File: config.mk
export PLATFORM = sky130hd
export DESIGN_NAME = add_sub_pipe_flat
export DESIGN_NICKNAME = d
export VERILOG_FILES = /design/src/rtl/add_sub_pkg.sv /design/src/rtl/add_sub_pipe_if.sv /design/src/rtl/add_slice.sv /design/src/rtl/add_sub_pipe.sv /design/src/flat_wrapper.sv
export SDC_FILE = /design/constraint.sdc
export NUM_CORES = 1
export LEC_CHECK = 0
export ABC_AREA = 1
export CORE_ASPECT_RATIO = 1.75
export CORE_MARGIN = 3
export CORE_UTILIZATION = 25
export CTS_BUF_LIST = sky130_fd_sc_hd__clkbuf_4
export CTS_CLUSTER_DIAMETER = 30
export DETAILED_ROUTE_END_ITERATION = 10
export GPL_TIMING_DRIVEN = 0
export PLACE_DENSITY_LB_ADDON = 0.2
export SKIP_LAST_GASP = 1
export SLEW_MARGIN = 20
export SYNTH_ARGS = -nofsm -noshare
export SYNTH_HDL_FRONTEND = slang
export SYNTH_SLANG_ARGS = --single-unit
File: constraint.sdc
create_clock -name clk -period 10.3 [get_ports clk]
set_input_delay 2.575 -clock clk [delete_from_list [all_inputs] [get_ports clk]]
set_output_delay 2.575 -clock clk [all_outputs]
set_load 0.01 [all_outputs]
File: src/rtl/add_sub_pkg.sv
// Shared op encodings, stage-count helper and result layout for the add/sub pipeline.
package add_sub_pkg;

    localparam int DEFAULT_WIDTH = 16;

    localparam logic OP_ADD = 1'b0;
    localparam logic OP_SUB = 1'b1;

    typedef struct packed {
        logic [DEFAULT_WIDTH-1:0] sum;
        logic                     co;
        logic                     ovf;
        logic                     zero;
    } result_t;

    function automatic int stages(input int width, input int chunk);
        return width / chunk;
    endfunction

endpackage

File: src/rtl/add_sub_pipe_if.sv
// Operand/result handshake bundle; slave is the adder side, master the producer/consumer side.
interface add_sub_pipe_if #(
    parameter int WIDTH = 16
);
    logic             in_valid;
    logic             in_ready;
    logic [WIDTH-1:0] a;
    logic [WIDTH-1:0] b;
    logic             cin;
    logic             sub;
    logic             out_valid;
    logic             out_ready;
    logic [WIDTH-1:0] sum;
    logic             co;
    logic             ovf;
    logic             zero;

    modport slave (
        input  in_valid, a, b, cin, sub, out_ready,
        output in_ready, out_valid, sum, co, ovf, zero
    );

    modport master (
        output in_valid, a, b, cin, sub, out_ready,
        input  in_ready, out_valid, sum, co, ovf, zero
    );
endinterface

File: src/rtl/add_slice.sv
// CHUNK-bit combinational ripple adder; also exposes the carry into its top bit.
// Zero latency, no flow control.
module add_slice #(
    parameter int CHUNK = 4
) (
    input  logic [CHUNK-1:0] a,
    input  logic [CHUNK-1:0] b,
    input  logic             ci,
    output logic [CHUNK-1:0] s,
    output logic             co,
    output logic             c_msb_in
);
    always_comb begin : p_ripple
        logic c;
        c        = ci;
        c_msb_in = ci;
        s        = '0;
        for (int i = 0; i < CHUNK; i++) begin
            if (i == CHUNK - 1) begin
                c_msb_in = c;
            end
            s[i] = a[i] ^ b[i] ^ c;
            c    = (a[i] & b[i]) | (c & (a[i] ^ b[i]));
        end
        co = c;
    end
endmodule

File: src/rtl/add_sub_pipe.sv
// Pipelined WIDTH-bit add/subtract, one CHUNK-bit ripple slice per stage; latency STAGES edges.
// Whole pipe advances only when the output slot is empty or being drained; in_ready mirrors that.
module add_sub_pipe
    import add_sub_pkg::*;
#(
    parameter int WIDTH = DEFAULT_WIDTH,
    parameter int CHUNK = 4
) (
    input logic           clk,
    input logic           rst,
    add_sub_pipe_if.slave bus
);
    localparam int STAGES = stages(WIDTH, CHUNK);

    if ((WIDTH % CHUNK) != 0) begin : g_bad_params
        $error("add_sub_pipe: WIDTH must be a multiple of CHUNK");
    end

    // acc holds operand A above the processed chunks and finished sum chunks below them
    typedef struct packed {
        logic [WIDTH-1:0] acc;
        logic [WIDTH-1:0] bb;
        logic             c;
    } beat_t;

    logic              advance;
    logic [STAGES-1:0] vld_d;
    logic [STAGES-1:0] vld_q;
    beat_t             stg_in [STAGES];
    beat_t             pipe_d [STAGES];
    beat_t             pipe_q [STAGES];
    logic [CHUNK-1:0]  slice_s  [STAGES];
    logic              slice_co [STAGES];
    logic              slice_cm [STAGES];
    logic [WIDTH-1:0]  b_x;
    logic              c_x;
    logic              co_d, ovf_d, zero_d;
    logic              co_q, ovf_q, zero_q;

    assign advance      = !vld_q[STAGES-1] || bus.out_ready;
    assign bus.in_ready = advance;

    assign b_x = (bus.sub == OP_SUB) ? ~bus.b   : bus.b;
    assign c_x = (bus.sub == OP_SUB) ? ~bus.cin : bus.cin;

    for (genvar k = 0; k < STAGES; k++) begin : g_stage
        if (k == 0) begin : g_first
            assign vld_d[k]  = bus.in_valid;
            assign stg_in[k] = {bus.a, b_x, c_x};
        end else begin : g_next
            assign vld_d[k]  = vld_q[k-1];
            assign stg_in[k] = pipe_q[k-1];
        end

        add_slice #(.CHUNK(CHUNK)) u_slice (
            .a        (stg_in[k].acc[k*CHUNK +: CHUNK]),
            .b        (stg_in[k].bb[k*CHUNK +: CHUNK]),
            .ci       (stg_in[k].c),
            .s        (slice_s[k]),
            .co       (slice_co[k]),
            .c_msb_in (slice_cm[k])
        );

        always_comb begin
            pipe_d[k]                          = stg_in[k];
            pipe_d[k].acc[k*CHUNK +: CHUNK]    = slice_s[k];
            pipe_d[k].c                        = slice_co[k];
        end
    end

    assign co_d   = slice_co[STAGES-1];
    assign ovf_d  = slice_co[STAGES-1] ^ slice_cm[STAGES-1];
    assign zero_d = (pipe_d[STAGES-1].acc == '0);

    // Data registers load only with a valid beat so bubbles leave stale data in place
    always_ff @(posedge clk or posedge rst) begin
        if (rst) begin
            vld_q  <= '0;
            co_q   <= 1'b0;
            ovf_q  <= 1'b0;
            zero_q <= 1'b0;
            for (int k = 0; k < STAGES; k++) begin
                pipe_q[k] <= '0;
            end
        end else if (advance) begin
            vld_q <= vld_d;
            for (int k = 0; k < STAGES; k++) begin
                if (vld_d[k]) begin
                    pipe_q[k] <= pipe_d[k];
                end
            end
            if (vld_d[STAGES-1]) begin
                co_q   <= co_d;
                ovf_q  <= ovf_d;
                zero_q <= zero_d;
            end
        end
    end

    assign bus.out_valid = vld_q[STAGES-1];
    assign bus.sum       = pipe_q[STAGES-1].acc;
    assign bus.co        = co_q;
    assign bus.ovf       = ovf_q;
    assign bus.zero      = zero_q;

endmodule
File: src/flat_wrapper.sv
// flat-port wrapper written by rule: the top's interface ports become plain ports
module add_sub_pipe_flat import add_sub_pkg::*;
#(
    parameter int WIDTH = DEFAULT_WIDTH,
    parameter int CHUNK = 4
)
  (clk, rst, bus_in_valid, bus_a, bus_b, bus_cin, bus_sub, bus_out_ready, bus_in_ready, bus_out_valid, bus_sum, bus_co, bus_ovf, bus_zero);
  add_sub_pipe_if #(.WIDTH(WIDTH)) bus_i ();
  input logic clk;
  input logic rst;
  input wire logic [$bits(bus_i.in_valid)-1:0] bus_in_valid;
  input wire logic [$bits(bus_i.a)-1:0] bus_a;
  input wire logic [$bits(bus_i.b)-1:0] bus_b;
  input wire logic [$bits(bus_i.cin)-1:0] bus_cin;
  input wire logic [$bits(bus_i.sub)-1:0] bus_sub;
  input wire logic [$bits(bus_i.out_ready)-1:0] bus_out_ready;
  output wire logic [$bits(bus_i.in_ready)-1:0] bus_in_ready;
  output wire logic [$bits(bus_i.out_valid)-1:0] bus_out_valid;
  output wire logic [$bits(bus_i.sum)-1:0] bus_sum;
  output wire logic [$bits(bus_i.co)-1:0] bus_co;
  output wire logic [$bits(bus_i.ovf)-1:0] bus_ovf;
  output wire logic [$bits(bus_i.zero)-1:0] bus_zero;
  assign bus_i.in_valid = bus_in_valid;
  assign bus_i.a = bus_a;
  assign bus_i.b = bus_b;
  assign bus_i.cin = bus_cin;
  assign bus_i.sub = bus_sub;
  assign bus_i.out_ready = bus_out_ready;
  assign bus_in_ready = bus_i.in_ready;
  assign bus_out_valid = bus_i.out_valid;
  assign bus_sum = bus_i.sum;
  assign bus_co = bus_i.co;
  assign bus_ovf = bus_i.ovf;
  assign bus_zero = bus_i.zero;
  add_sub_pipe #(.WIDTH(WIDTH), .CHUNK(CHUNK)) u_core (.clk(clk), .rst(rst), .bus(bus_i));
endmodule
==> flow_summary_export.csv <==
group,metric,value,unit
run_status,status,"finished, final reports clean",
cts,clk_latency,0.45,ns
cells_and_area,layout_commonest_cell,"nand2_1",
cts,postCtsHoldBufs,0,
routing,vias,2962,
cts,htreeDepth,3,
cts,cts_sinks,98,
cts,post_cts_buffers,0,
global_route,top_usage_layer,"met2",
worst_hold_path,min_to,"u_core.bus.sum[13]",
routing,first_pass_iters,4,
worst_setup_path,r2r_cells,11,
timing,slew-limit-headroom,74.3,%
worst_hold_path,hold_path_depth,2,
cells_and_area,post-route-util,32.3,%
timing,worst_pin_slew,0.385,ns
timing,setup_viol,0,
worst_setup_path,worstPathArrival,4.18,ns
routing,ant_nets,0,
global_route,antenna_found_initial,1,
logic_synthesis,syn_area,4290,um^2
global_route,grt_max_degree,77,
floorplanning,start_util,25.8,%
timing,hold_violations,0,
floorplanning,io_pins,59,
placement,dp_hpwl,7.41,mm
worst_setup_path,r2r_slack,7.71,ns
placement,io_buffers,57,
timing,finalSetupTns,0,ns
floorplanning,die_area,18800,um^2
global_route,grt_first_pass_wirelength,15.8,mm
worst_setup_path,end_kind,"output pin",
worst_setup_path,r2r-start,"u_core.pipe_q[62]",
placement,place_inst,721,
floorplanning,rows,62,
worst_setup_path,start_kind,"input pin",
global_route,use_met1,11.1,%
routing,wl,9.39,mm
placement,place_area,5170,um^2
power_and_ir_drop,p_per_area,275,nW/um^2
cells_and_area,area_delta_synth_final,24.8,%
logic_synthesis,ys_seq_area_share,57.2,%
global_route,grt_usage,10.7,%
flow_run,max_cap_violations,0,
timing,rsz0062_at_grt,"no",
global_route,grt_use_met2,20.7,%
global_route,grt_pass1_vias,3132,
routing,drc,0,
cells_and_area,instances_no_fill,738,
logic_synthesis,ys_ff_latch,98,
timing,max_freq,148,MHz
logic_synthesis,synthesis.nets,493,
power_and_ir_drop,ir_drop,0.0709,mV
logic_synthesis,syn_inst,439,
floorplanning,core,16600,um^2
routing,viasPerCell,4.01,
cells_and_area,fin_area,5360,um^2
timing,skew,0.0170,ns
cts,path_clk_slew,0.14,ns
timing,finalMaxSlewViolations,0,
floorplanning,die_x,105,um
timing,period_needed,6.76,ns
global_route,grt_use_met3,2.16,%
cells_and_area,drive_above_1_share,9.36,%
cts,cts_buffer_depth,2,
cts,clockRootBuffer,"clkbuf_4",
timing,fin_crit_sh,65.6,%
logic_synthesis,avgSynthCellArea,9.77,um^2
placement,gp_congestion,0.792,
cts,cts_tree,"built",
routing,drt-wirelength-per-cell,12.7,um
cells_and_area,fillers,1783,
routing,initialDrtViolationCount,96,
global_route,grt.overflow.total,0,
worst_setup_path,critical_path_class,"input pin to output pin",
logic_synthesis,yosysUniqueCellTypes,19,
cells_and_area,final_nets,562,
worst_setup_path,rr_endpoint,"u_core.bus.zero",
floorplanning,die_h,179,um
cts,ctsResizeCount,0,
cells_and_area,most-common-layout-cells,"112 x nand2_1, 98 x dfrtp_1, 57 x clkdlybuf4s50_1",
worst_hold_path,hp-class,"flip-flop to flip-flop",
worst_setup_path,crit_fanout,10,
cts,cts-buffers-inserted,9,
logic_synthesis,synth_warnings,0,
worst_setup_path,required,7.73,ns
power_and_ir_drop,p_leak,0.00255,uW
worst_hold_path,hp-start,"u_core.bus.sum[13]",
-- area by class of cell --
class | instances | area, um^2 | share of cell area (%)
buffer | 22 | 144 | 2.69
multi-input combinational | 268 | 1500 | 28.1
tap | 224 | 280 | 5.23
clock inverter | 6 | 105 | 1.96
antenna | 1 | 2.50 | 0.0467
inverter | 51 | 196 | 3.67
clock buffer | 10 | 75.1 | 1.40
sequential | 98 | 2450 | 45.8
timing repair buffer | 58 | 598 | 11.2
-- power breakdown --
part	leakage [uW]	total (uW)	internal, uW	switching [uW]
Sequential	0.00119	639	549	90.1
Combinational	0.00125	580	255	325
Clock	0.000100	252	125	127
Total	0.00255	1470	929	542
-- routing by layer --
| metal | vias to the layer above | share of wire (%) |
|---|---|---|
| li1 | 1500 | - |
| met1 | 1400 | 38 |
| met5 | - | 0 |
| met2 | 47 | 56 |
| met3 | 15 | 3.4 |
| met4 | 0 | 2.4 |
-- cells in the mapped netlist --
| library cell | instances | area share [%] |
|---|---|---|
| o21ai_1 | 18 | 2.1 |
| fa_1 | 16 | 7.5 |
| xor2_1 | 3 | 0.61 |
| buf_4 | 6 | 1.0 |
| nor2_1 | 28 | 2.4 |
| o21ai_2 | 2 | 0.41 |
| nand2_4 | 3 | 0.79 |
| a21oi_1 | 20 | 2.3 |
| buf_2 | 13 | 1.5 |
| nand3_1 | 16 | 1.9 |
| nand2_1 | 112 | 9.8 |
| o21ai_0 | 33 | 3.8 |
| nand2_2 | 1 | 0.15 |
| inv_1 | 50 | 4.4 |
| nor2_2 | 1 | 0.15 |
| buf_6 | 3 | 0.79 |
| xnor2_1 | 15 | 3.1 |
| inv_2 | 1 | 0.087 |
| dfrtp_1 | 98 | 57 |
-- critical path, cell delays in order --
cell and delay (ns):
clkdlybuf4s50_1 0.45, inv_1 0.06, nand2_4 0.12, buf_4 0.19
buf_4 0.21, clkdlybuf4s50_1 0.56
-- worst max-delay path by stage --
stage                        startpoint      endpoint  slack (ns)
after floorplan           bus_out_ready  bus_in_ready        4.67
after global placement    bus_out_ready  bus_in_ready        3.53
after detailed placement  bus_out_ready  bus_in_ready        3.54
after CTS                 bus_out_ready  bus_in_ready        3.53
after global routing      bus_out_ready  bus_in_ready        3.49
final                     bus_out_ready  bus_in_ready        3.54
-- state kept, by name (all words and copies together) (netlist names) --
register         count
u_core.bus.ovf       1
u_core.bus.zero      1
u_core.pipe_d       60
u_core.bus.co        1
u_core.pipe_q       15
u_core.vld_q         4
u_core.bus.sum      16
-- cell families (layout without fill, tap and decap cells) --
group | Yosys count | in the layout | synth area share, %
compound gates | 73 | 73 | 8.69
other cells | 0 | 1 | 0
xor+xnor | 18 | 18 | 3.67
fa+ha+maj | 16 | 16 | 7.47
simple gates | 161 | 161 | 15.2
buf+inv | 73 | 147 | 7.82
flops | 98 | 98 | 57.2
-- per-stage QoR --
step,hold WS (ns),total power (uW),setup slack (ns)
after floorplan,0.443,1010,4.67
after global placement,0.465,1240,3.53
after detailed placement,0.464,1250,3.54
after CTS,0.498,1510,3.53
after global routing,0.513,1620,3.49
final,0.488,1470,3.54
No activity file was read; power rests on OpenSTA's default activity.
